### src/rtl/uart_pkg.sv
// UART shared definitions: FSM state encoding and bit-period helpers.
// Imported by the transmitter and the receiver.
package uart_pkg;

  typedef enum logic [2:0] {
    IDLE,
    LOAD,
    START,
    DATA,
    STOP
  } uart_state_e;

  function automatic int baud_cnt_max(
    input int clk_freq,
    input int bps
  );
    return clk_freq / bps;
  endfunction

  function automatic int cnt_w(input int n);
    return (n > 1) ? $clog2(n) : 1;
  endfunction

endpackage

### src/rtl/sync_fifo.sv
// Synchronous FIFO with registered dout and registered full/empty flags.
// Pointers carry one wrap bit so full and empty are distinguishable.
module sync_fifo #(
  parameter int WIDTH = 8,
  parameter int DEPTH = 16
) (
  input  logic             sys_clk,
  input  logic             sys_rst_n,
  input  logic             push,
  input  logic             pop,
  input  logic [WIDTH-1:0] din,
  output logic [WIDTH-1:0] dout,
  output logic             full,
  output logic             empty
);

  localparam int AW = $clog2(DEPTH);
  localparam logic [AW:0] LVL_FULL = (AW+1)'(DEPTH);

  logic [WIDTH-1:0] mem_q [DEPTH];
  logic [WIDTH-1:0] dout_q;
  logic [AW:0]      wptr_q, wptr_d;
  logic [AW:0]      rptr_q, rptr_d;
  logic [AW:0]      lvl_d;
  logic             full_q, empty_q;
  logic             do_push, do_pop;

  assign do_push = push & ~full_q;
  assign do_pop  = pop & ~empty_q;
  assign wptr_d  = wptr_q + (AW+1)'(do_push);
  assign rptr_d  = rptr_q + (AW+1)'(do_pop);
  assign lvl_d   = wptr_d - rptr_d;

  always_ff @(posedge sys_clk) begin
    if (do_push) mem_q[wptr_q[AW-1:0]] <= din;
  end

  always_ff @(posedge sys_clk or negedge sys_rst_n) begin
    if (!sys_rst_n) begin
      wptr_q  <= '0;
      rptr_q  <= '0;
      full_q  <= 1'b0;
      empty_q <= 1'b1;
      dout_q  <= '0;
    end else begin
      wptr_q  <= wptr_d;
      rptr_q  <= rptr_d;
      full_q  <= (lvl_d == LVL_FULL);
      empty_q <= (lvl_d == '0);
      if (do_pop) dout_q <= mem_q[rptr_q[AW-1:0]];
    end
  end

  assign dout  = dout_q;
  assign full  = full_q;
  assign empty = empty_q;

endmodule

### src/rtl/uart_tx_fifo.sv
// Buffered 8N1 UART transmitter: byte FIFO feeding a frame FSM.
// tx is registered one cycle behind the state that produces it.
module uart_tx_fifo
  import uart_pkg::*;
#(
  parameter int UART_BPS   = 9600,
  parameter int CLK_FREQ   = 50_000_000,
  parameter int FIFO_DEPTH = 16
) (
  input  logic       sys_clk,
  input  logic       sys_rst_n,
  input  logic [7:0] pi_data,
  input  logic       pi_flag,
  output logic       tx,
  output logic       tx_busy,
  output logic       fifo_full,
  output logic       overflow
);

  localparam int BAUD_MAX = baud_cnt_max(CLK_FREQ, UART_BPS);
  localparam int CW = cnt_w(BAUD_MAX);
  localparam logic [CW-1:0] BAUD_LAST = CW'(BAUD_MAX - 1);

  uart_state_e state_q, state_d;
  logic [CW-1:0] baud_q, baud_d;
  logic [2:0]    bit_q, bit_d;
  logic [7:0]    shift_q, shift_d;
  logic          tx_q, tx_d;
  logic          ovf_q;
  logic          pop;
  logic          empty;
  logic          full;
  logic [7:0]    head;
  logic          baud_end;
  logic          in_frame;

  sync_fifo #(
    .WIDTH(8),
    .DEPTH(FIFO_DEPTH)
  ) u_fifo (
    .sys_clk  (sys_clk),
    .sys_rst_n(sys_rst_n),
    .push     (pi_flag),
    .pop      (pop),
    .din      (pi_data),
    .dout     (head),
    .full     (full),
    .empty    (empty)
  );

  assign baud_end = (baud_q == BAUD_LAST);
  assign in_frame = (state_q == START) ||
                    (state_q == DATA) ||
                    (state_q == STOP);

  always_comb begin
    state_d = state_q;
    baud_d  = '0;
    bit_d   = bit_q;
    shift_d = shift_q;
    tx_d    = 1'b1;
    pop     = 1'b0;
    if (in_frame && !baud_end) begin
      baud_d = baud_q + CW'(1);
    end
    unique case (state_q)
      IDLE: begin
        if (!empty) begin
          pop     = 1'b1;
          state_d = LOAD;
        end
      end
      LOAD: begin
        shift_d = head;
        bit_d   = '0;
        state_d = START;
      end
      START: begin
        tx_d = 1'b0;
        if (baud_end) state_d = DATA;
      end
      DATA: begin
        tx_d = shift_q[0];
        if (baud_end) begin
          shift_d = shift_q >> 1;
          bit_d   = bit_q + 3'd1;
          if (bit_q == 3'd7) state_d = STOP;
        end
      end
      STOP: begin
        if (baud_end) begin
          if (!empty) begin
            pop     = 1'b1;
            state_d = LOAD;
          end else begin
            state_d = IDLE;
          end
        end
      end
      default: state_d = IDLE;
    endcase
  end

  always_ff @(posedge sys_clk or negedge sys_rst_n) begin
    if (!sys_rst_n) begin
      state_q <= IDLE;
      baud_q  <= '0;
      bit_q   <= '0;
      shift_q <= '0;
      tx_q    <= 1'b1;
      ovf_q   <= 1'b0;
    end else begin
      state_q <= state_d;
      baud_q  <= baud_d;
      bit_q   <= bit_d;
      shift_q <= shift_d;
      tx_q    <= tx_d;
      ovf_q   <= pi_flag & full;
    end
  end

  assign tx        = tx_q;
  assign tx_busy   = (state_q != IDLE);
  assign fifo_full = full;
  assign overflow  = ovf_q;

endmodule

### config.mk
export PLATFORM = sky130hd
export DESIGN_NAME = uart_tx_fifo
export DESIGN_NICKNAME = d
export VERILOG_FILES = /design/src/rtl/uart_pkg.sv /design/src/rtl/sync_fifo.sv /design/src/rtl/uart_tx_fifo.sv
export SDC_FILE = /design/constraint.sdc
export NUM_CORES = 1
export LEC_CHECK = 0
export CORE_MARGIN = 1.5
export CORE_UTILIZATION = 45
export DETAILED_ROUTE_END_ITERATION = 7
export MAX_ROUTING_LAYER = met4
export PLACE_DENSITY = 0.62
export SLEW_MARGIN = 15
export SYNTH_ARGS = -nofsm -noshare
export SYNTH_HDL_FRONTEND = slang
export SYNTH_SLANG_ARGS = --single-unit
### constraint.sdc
create_clock -name sys_clk -period 5 [get_ports sys_clk]
set_input_delay 0.75 -clock sys_clk [delete_from_list [all_inputs] [get_ports sys_clk]]
set_output_delay 0.75 -clock sys_clk [all_outputs]
set_load 0.05 [all_outputs]
-- Word-level counts from Yosys, hierarchy flattened
Memory sizes are Yosys's and may differ from the RTL's. A register that Yosys moved wholly into a read port is not among the register bits.
Index checks and enable logic that the tools add are counted.
- register bits: 41
- memory bits (writable): 128
- bits of input ports: 11
- output and inout port bits: 4
- word-level logic and storage cells: 62
- memories kept: 1
- $add $sub $neg: 5
- equal/unequal tests: 12
- mux-type cells: 18
- bitwise operators: 5
- reductions and logical operators: 11
- memory list (memory ; words ; width ; rd ports ; clocked after memory_dff ; wr ports ; RTL line ; RTL):
    u_fifo.mem_q ; 16 ; 8 ; 1 ; 1 ; 1 ; sync_fifo.sv:20 ; logic [WIDTH-1:0] mem_q [DEPTH];
- operators by type and width (kind ; number):
    $mux 3 ; 6
    $pmux 8 s2 ; 1
    $pmux 3 s5 ; 1
    $add 13x1->13 const B ; 1
    $eq 13x13->1 const B ; 1
    $mux 13 ; 1
    $add 5x1->5 ; 2
    $mux 8 ; 1
    $ne 2x2->1 const B ; 4
    $eq 3x2->1 const B ; 2
    $eq 3x3->1 const B ; 2
    $pmux 3 s2 ; 1
    $eq 5x5->1 const B ; 1
    $logic_not 5->1 ; 1
    $mux 1 ; 5
    $reduce_and 5->1 ; 1
    $sub 5x5->5 ; 1
    $pmux 1 s2 ; 2
    $add 3x1->3 const B ; 1
    $and 1x1->1 ; 3
    $eq 3x1->1 const B ; 1
    $logic_not 3->1 ; 1
    $reduce_bool 3->1 ; 1
    $logic_not 1->1 ; 2
    other kinds (6) ; 8

-- Depth between registers and ports, before layout
- depth after elaboration: 7
- gate-level depth with buffers: 15
- depth with buffers taken out: 14

-- Modules after synthesis
A second synthesis with hierarchy kept.
- cell total of the unflattened synthesis: 467
- area total of the unflattened synthesis: 7305.8 um^2
- modules (own cells, without submodules) (module ; instances ; cells each ; area an instance (um^2) ; sequential area each (um^2)):
    sync_fifo ; 1 ; 328 ; 5854.4 ; 4345.4
    uart_tx_fifo ; 1 ; 139 ; 1451.4 ; 726.9

-- Least setup slack after synthesis
OpenSTA, ideal clock, no wires.
- path kind: register to register
- start point: reg baud_q[8]
- end point: reg u_fifo.empty_q (netlist: u_fifo.empty)
- library setup time: 59 ps
- arrival: 3775 ps
- data required time: 4941 ps
- slack: 1166 ps
- stages on the path, launching flop included: 14
- path buffers: 1
- period minus slack after synthesis: 3834 ps
- cells stage by stage: dfrtp_1 or4b_1 or3_4 a2111o_1 buf_6 inv_1 ha_1 ha_1 xnor2_1 ha_1 or4_1 a21boi_0 o211ai_1 o21ba_2
- longest elaborated chain between the ends: 7
- ends and longest elaborated chain (what ; RTL line ; RTL):
    from (decl) ; uart_tx_fifo.sv:25 ; logic [CW-1:0] baud_q, baud_d;
    from (signal assigned) ; uart_tx_fifo.sv:114 ; baud_q <= baud_d;
    $eq 13x13->1 ; uart_tx_fifo.sv:51 ; assign baud_end = (baud_q == BAUD_LAST);
    $mux 1 ; uart_tx_fifo.sv:91 ; if (baud_end) begin
    $pmux 1 s2 ; uart_tx_fifo.sv:66 ; unique case (state_q)
    $and 1x1->1 ; sync_fifo.sv:29 ; assign do_pop = pop & ~empty_q;
    net u_fifo.do_pop ; sync_fifo.sv:26 ; logic do_push, do_pop;
    $add 5x1->5 ; sync_fifo.sv:31 ; assign rptr_d = rptr_q + (AW+1)'(do_pop);
    $sub 5x5->5 ; sync_fifo.sv:32 ; assign lvl_d = wptr_d - rptr_d;
    $logic_not 5->1 ; sync_fifo.sv:49 ; empty_q <= (lvl_d == '0);
    to (signal assigned) ; sync_fifo.sv:49 ;
    to (decl) ; sync_fifo.sv:25 ; logic full_q, empty_q;
The timed path passes the listed nets, and every way through them passes these cells.
A chain may end at the register's enable or synchronous reset.

-- Worst setup path after layout
Same ends and word-level chain as after synthesis.

==> results by group <==
Layout
  – Fraction of layout cells with a size suffix above 1: 16.2%
  – Most frequent cells in the layout: 128 x edfxtp_1, 46 x dfrtp_1, 32 x mux4_2, 30 x nor2_1, 18 x nand2_1
  – Final core utilization: 52.3%
  – Area grow syn2layout: 12.4%
  – Final instance area: 8020 um^2
  – N_diodes: 0
  – Most common cell after layout, fill and taps aside: edfxtp_1
  – Filler instances: 1270
  – Nets: 467

Synthesis
  – Synth Register Bits: 177
  – Mapped Cells: 422
  – Syn_nets: 444
  – Cell Area, Synth: 7130 um^2
  – Ys flop type: edfxtp_1
  – Synth top area share: 53.9%
  – Sequential share of the synthesized area: 71.1%
  – Netlist cell types: 44
  – Synth Warn #: 0
  – Post-synth top area cell: edfxtp_1
  – Post-synth EDFFs: 128
  – Synth area leaders: edfxtp_1 54%, dfrtp_1 16%, mux4_2 10%
  – Post-Syn Area per Cell: 16.9 um^2
  – Asr flop ratio synth: 27.7%

Clock tree
  – Clock buffer depth: 2
  – CTS tree: yes
  – Num Clock Sinks: 177
  – Cells resized by post-CTS repair: 0
  – Cts bufs inserted: 17
  – Post-CTS Setup Inserts: 0
  – Root buffer cell: clkbuf_16
  – Clock slew at reported path FFs: 0.06 ns
  – H-tree levels: 4
  – Hold_buf cts: 0
  – Worst-Skew Late Latency: 0.42 ns

GRT
  – First-pass GRT wire length: 21.1 mm
  – Largest net degree at the start of global routing: 50
  – GR Overflow Total: 0
  – Vias in the first global route: 3673
  – Initial antenna violation count: 0
  – Total global-route track usage: 18.3%

Timing
  – Fin crit share: 82.4%
  – Max Clock Freq: 243 MHz
  – Fin crit period: 4.12 ns
  – Max-slew headroom: 41.1%
  – RSZ-0062 raised after global routing: no
  – Final setup margin: 0.880 ns
  – # setup viols final: 0
  – Tightest Pin Transition: 0.881 ns
  – Worst hold slack: 0.441 ns
  – Worst-case clock skew: 0.00868 ns
  – Sum Neg Setup Slack: 0 ns
  – Hold Vio Cnt, Final: 0
  – Pins Over Slew Limit: 0

Floorplanning
  – Die ar.: 16600 um^2
  – Initial core utilization: 46.6%
  – Die Wd: 129 um
  – Core Box Area: 15300 um^2
  – Boundary pin count: 15
  – Die extent in y: 129 um
  – Rows: 45

Detailed routing
  – 1st-iter DRT viols: 289
  – Routed Wire Length: 13.5 mm
  – DR vias: 3637
  – DRC: 0
  – Routed Antenna Nets: 0
  – Post-DR vias/cell: 5.44
  – Pre-antenna DRT Iters: 5
  – Avg WL per Cell: 20.1 um

Power
  – Peak VDD IR: 0.254 mV
  – Leakage: 2.92 nW
  – Pwr/cell area: 417 nW/um^2

Setup path
  – Reg2reg path depth: 12
  – CP Capture Type: register
  – WS Path Type: reg2reg
  – Startpoint Class: register
  – Worst Path Max Fanout: 17
  – Critical path arrival: 4.49 ns
  – CP required: 5.37 ns

Flow run
  – Max_cap viols: 0

Placed design
  – Post-place setup slack: 0.916 ns
  – Port bufs: 14
  – Detail Placement HPWL: 8.48 mm
  – Placed cell areas: 7510 um^2
  – Final Wtd Congestion: 0.802

Status
  – Outcome: complete, no violations

Worst hold path
  – Worst min-delay path category: in2async
## where the power goes
part	total [mW]	internal, mW	switching, mW
combinational	0.391	0.148	0.243
clock	1.15	0.626	0.528
sequential	1.80	1.73	0.0674
total	3.34	2.50	0.838
## state kept, by name (all words and copies together), names as in the netlist
signal,flops
baud_q,13
bit_q,3
overflow,1
shift_q,8
state_q,3
tx,1
u_fifo.dout,8
u_fifo.empty,1
u_fifo.full,1
u_fifo.mem_q,128
u_fifo.rptr_q,5
u_fifo.wptr_q,5
## critical path, cell delays in order, from the launching register on
cell and delay (ns):
dfrtp_1 0.41, or4b_1 0.57, or3_4 0.43, a2111o_1 0.64, inv_1 0.13, ha_1 0.17, ha_1 0.19, xnor2_1 0.16
ha_1 0.28, or4_1 0.51, a21boi_0 0.19, o211ai_1 0.14, o21ba_2 0.25
## path summary, 6_finish.rpt
kind	startpoint	end	slack, ns
worst min-delay path	sys_rst_n	baud_q[10]	0.44
worst max-delay path	baud_q[8]	u_fifo.empty	0.88
worst max register to register	baud_q[8]	u_fifo.empty	0.88
max in group asynchronous	sys_rst_n	u_fifo.rptr_q[0]	4.11
min in group sys_clk	u_fifo.dout[7]	u_fifo.dout[7]	0.48
worst min register to register	u_fifo.dout[7]	u_fifo.dout[7]	0.48
## synthesized netlist by cell type, types with 3 or more instances
cell / instances
o21ai_0: 12
nor2_1: 30
nand2_1: 18
inv_1: 11
dfrtp_1: 47
nor3_1: 7
mux4_2: 32
a22oi_1: 16
edfxtp_1: 128
a21oi_1: 8
ha_1: 11
mux2i_1: 8
buf_2: 3
xor2_1: 13
xnor2_1: 5
and3_1: 3
a21boi_0: 3
a21o_1: 8
clkbuf_1: 9
nor2b_1: 5
buf_1: 4
nand3_1: 11
## routing by layer
metal	up-vias	global-route usage [%]	share of wire (%)
met5	-	-	0
met4	0	5.88	1.1
met3	9	4.07	4.3
met2	80	27.5	48
met1	1871	25.0	46
li1	1677	-	-
## through the flow
stage	power (mW)	instances
6_report	3.34	668
5_1_grt	3.48	668
4_1_cts	3.37	668
3_5_place_dp	2.22	637
3_3_place_gp	2.19	637
2_1_floorplan	2.06	422
## kinds of logic after synthesis
group           synth area share, %
xor+xnor                       2.21
fa+ha+maj                      1.93
compound gates                 5.30
buf+inv                        1.63
simple gates                   6.39
flops                          71.1
mux                            11.4
## cell type report
| cell class | count | area (um^2) | area share (%) |
|---|---|---|---|
| clock inverter | 11 | 67.6 | 0.843 |
| inverter | 11 | 41.3 | 0.515 |
| tap | 211 | 264 | 3.29 |
| timing repair buffer | 21 | 188 | 2.34 |
| multi-input combinational | 217 | 1940 | 24.3 |
| sequential | 177 | 5070 | 63.3 |
| clock buffer | 20 | 437 | 5.45 |
Power figures use the tool's default switching activity.
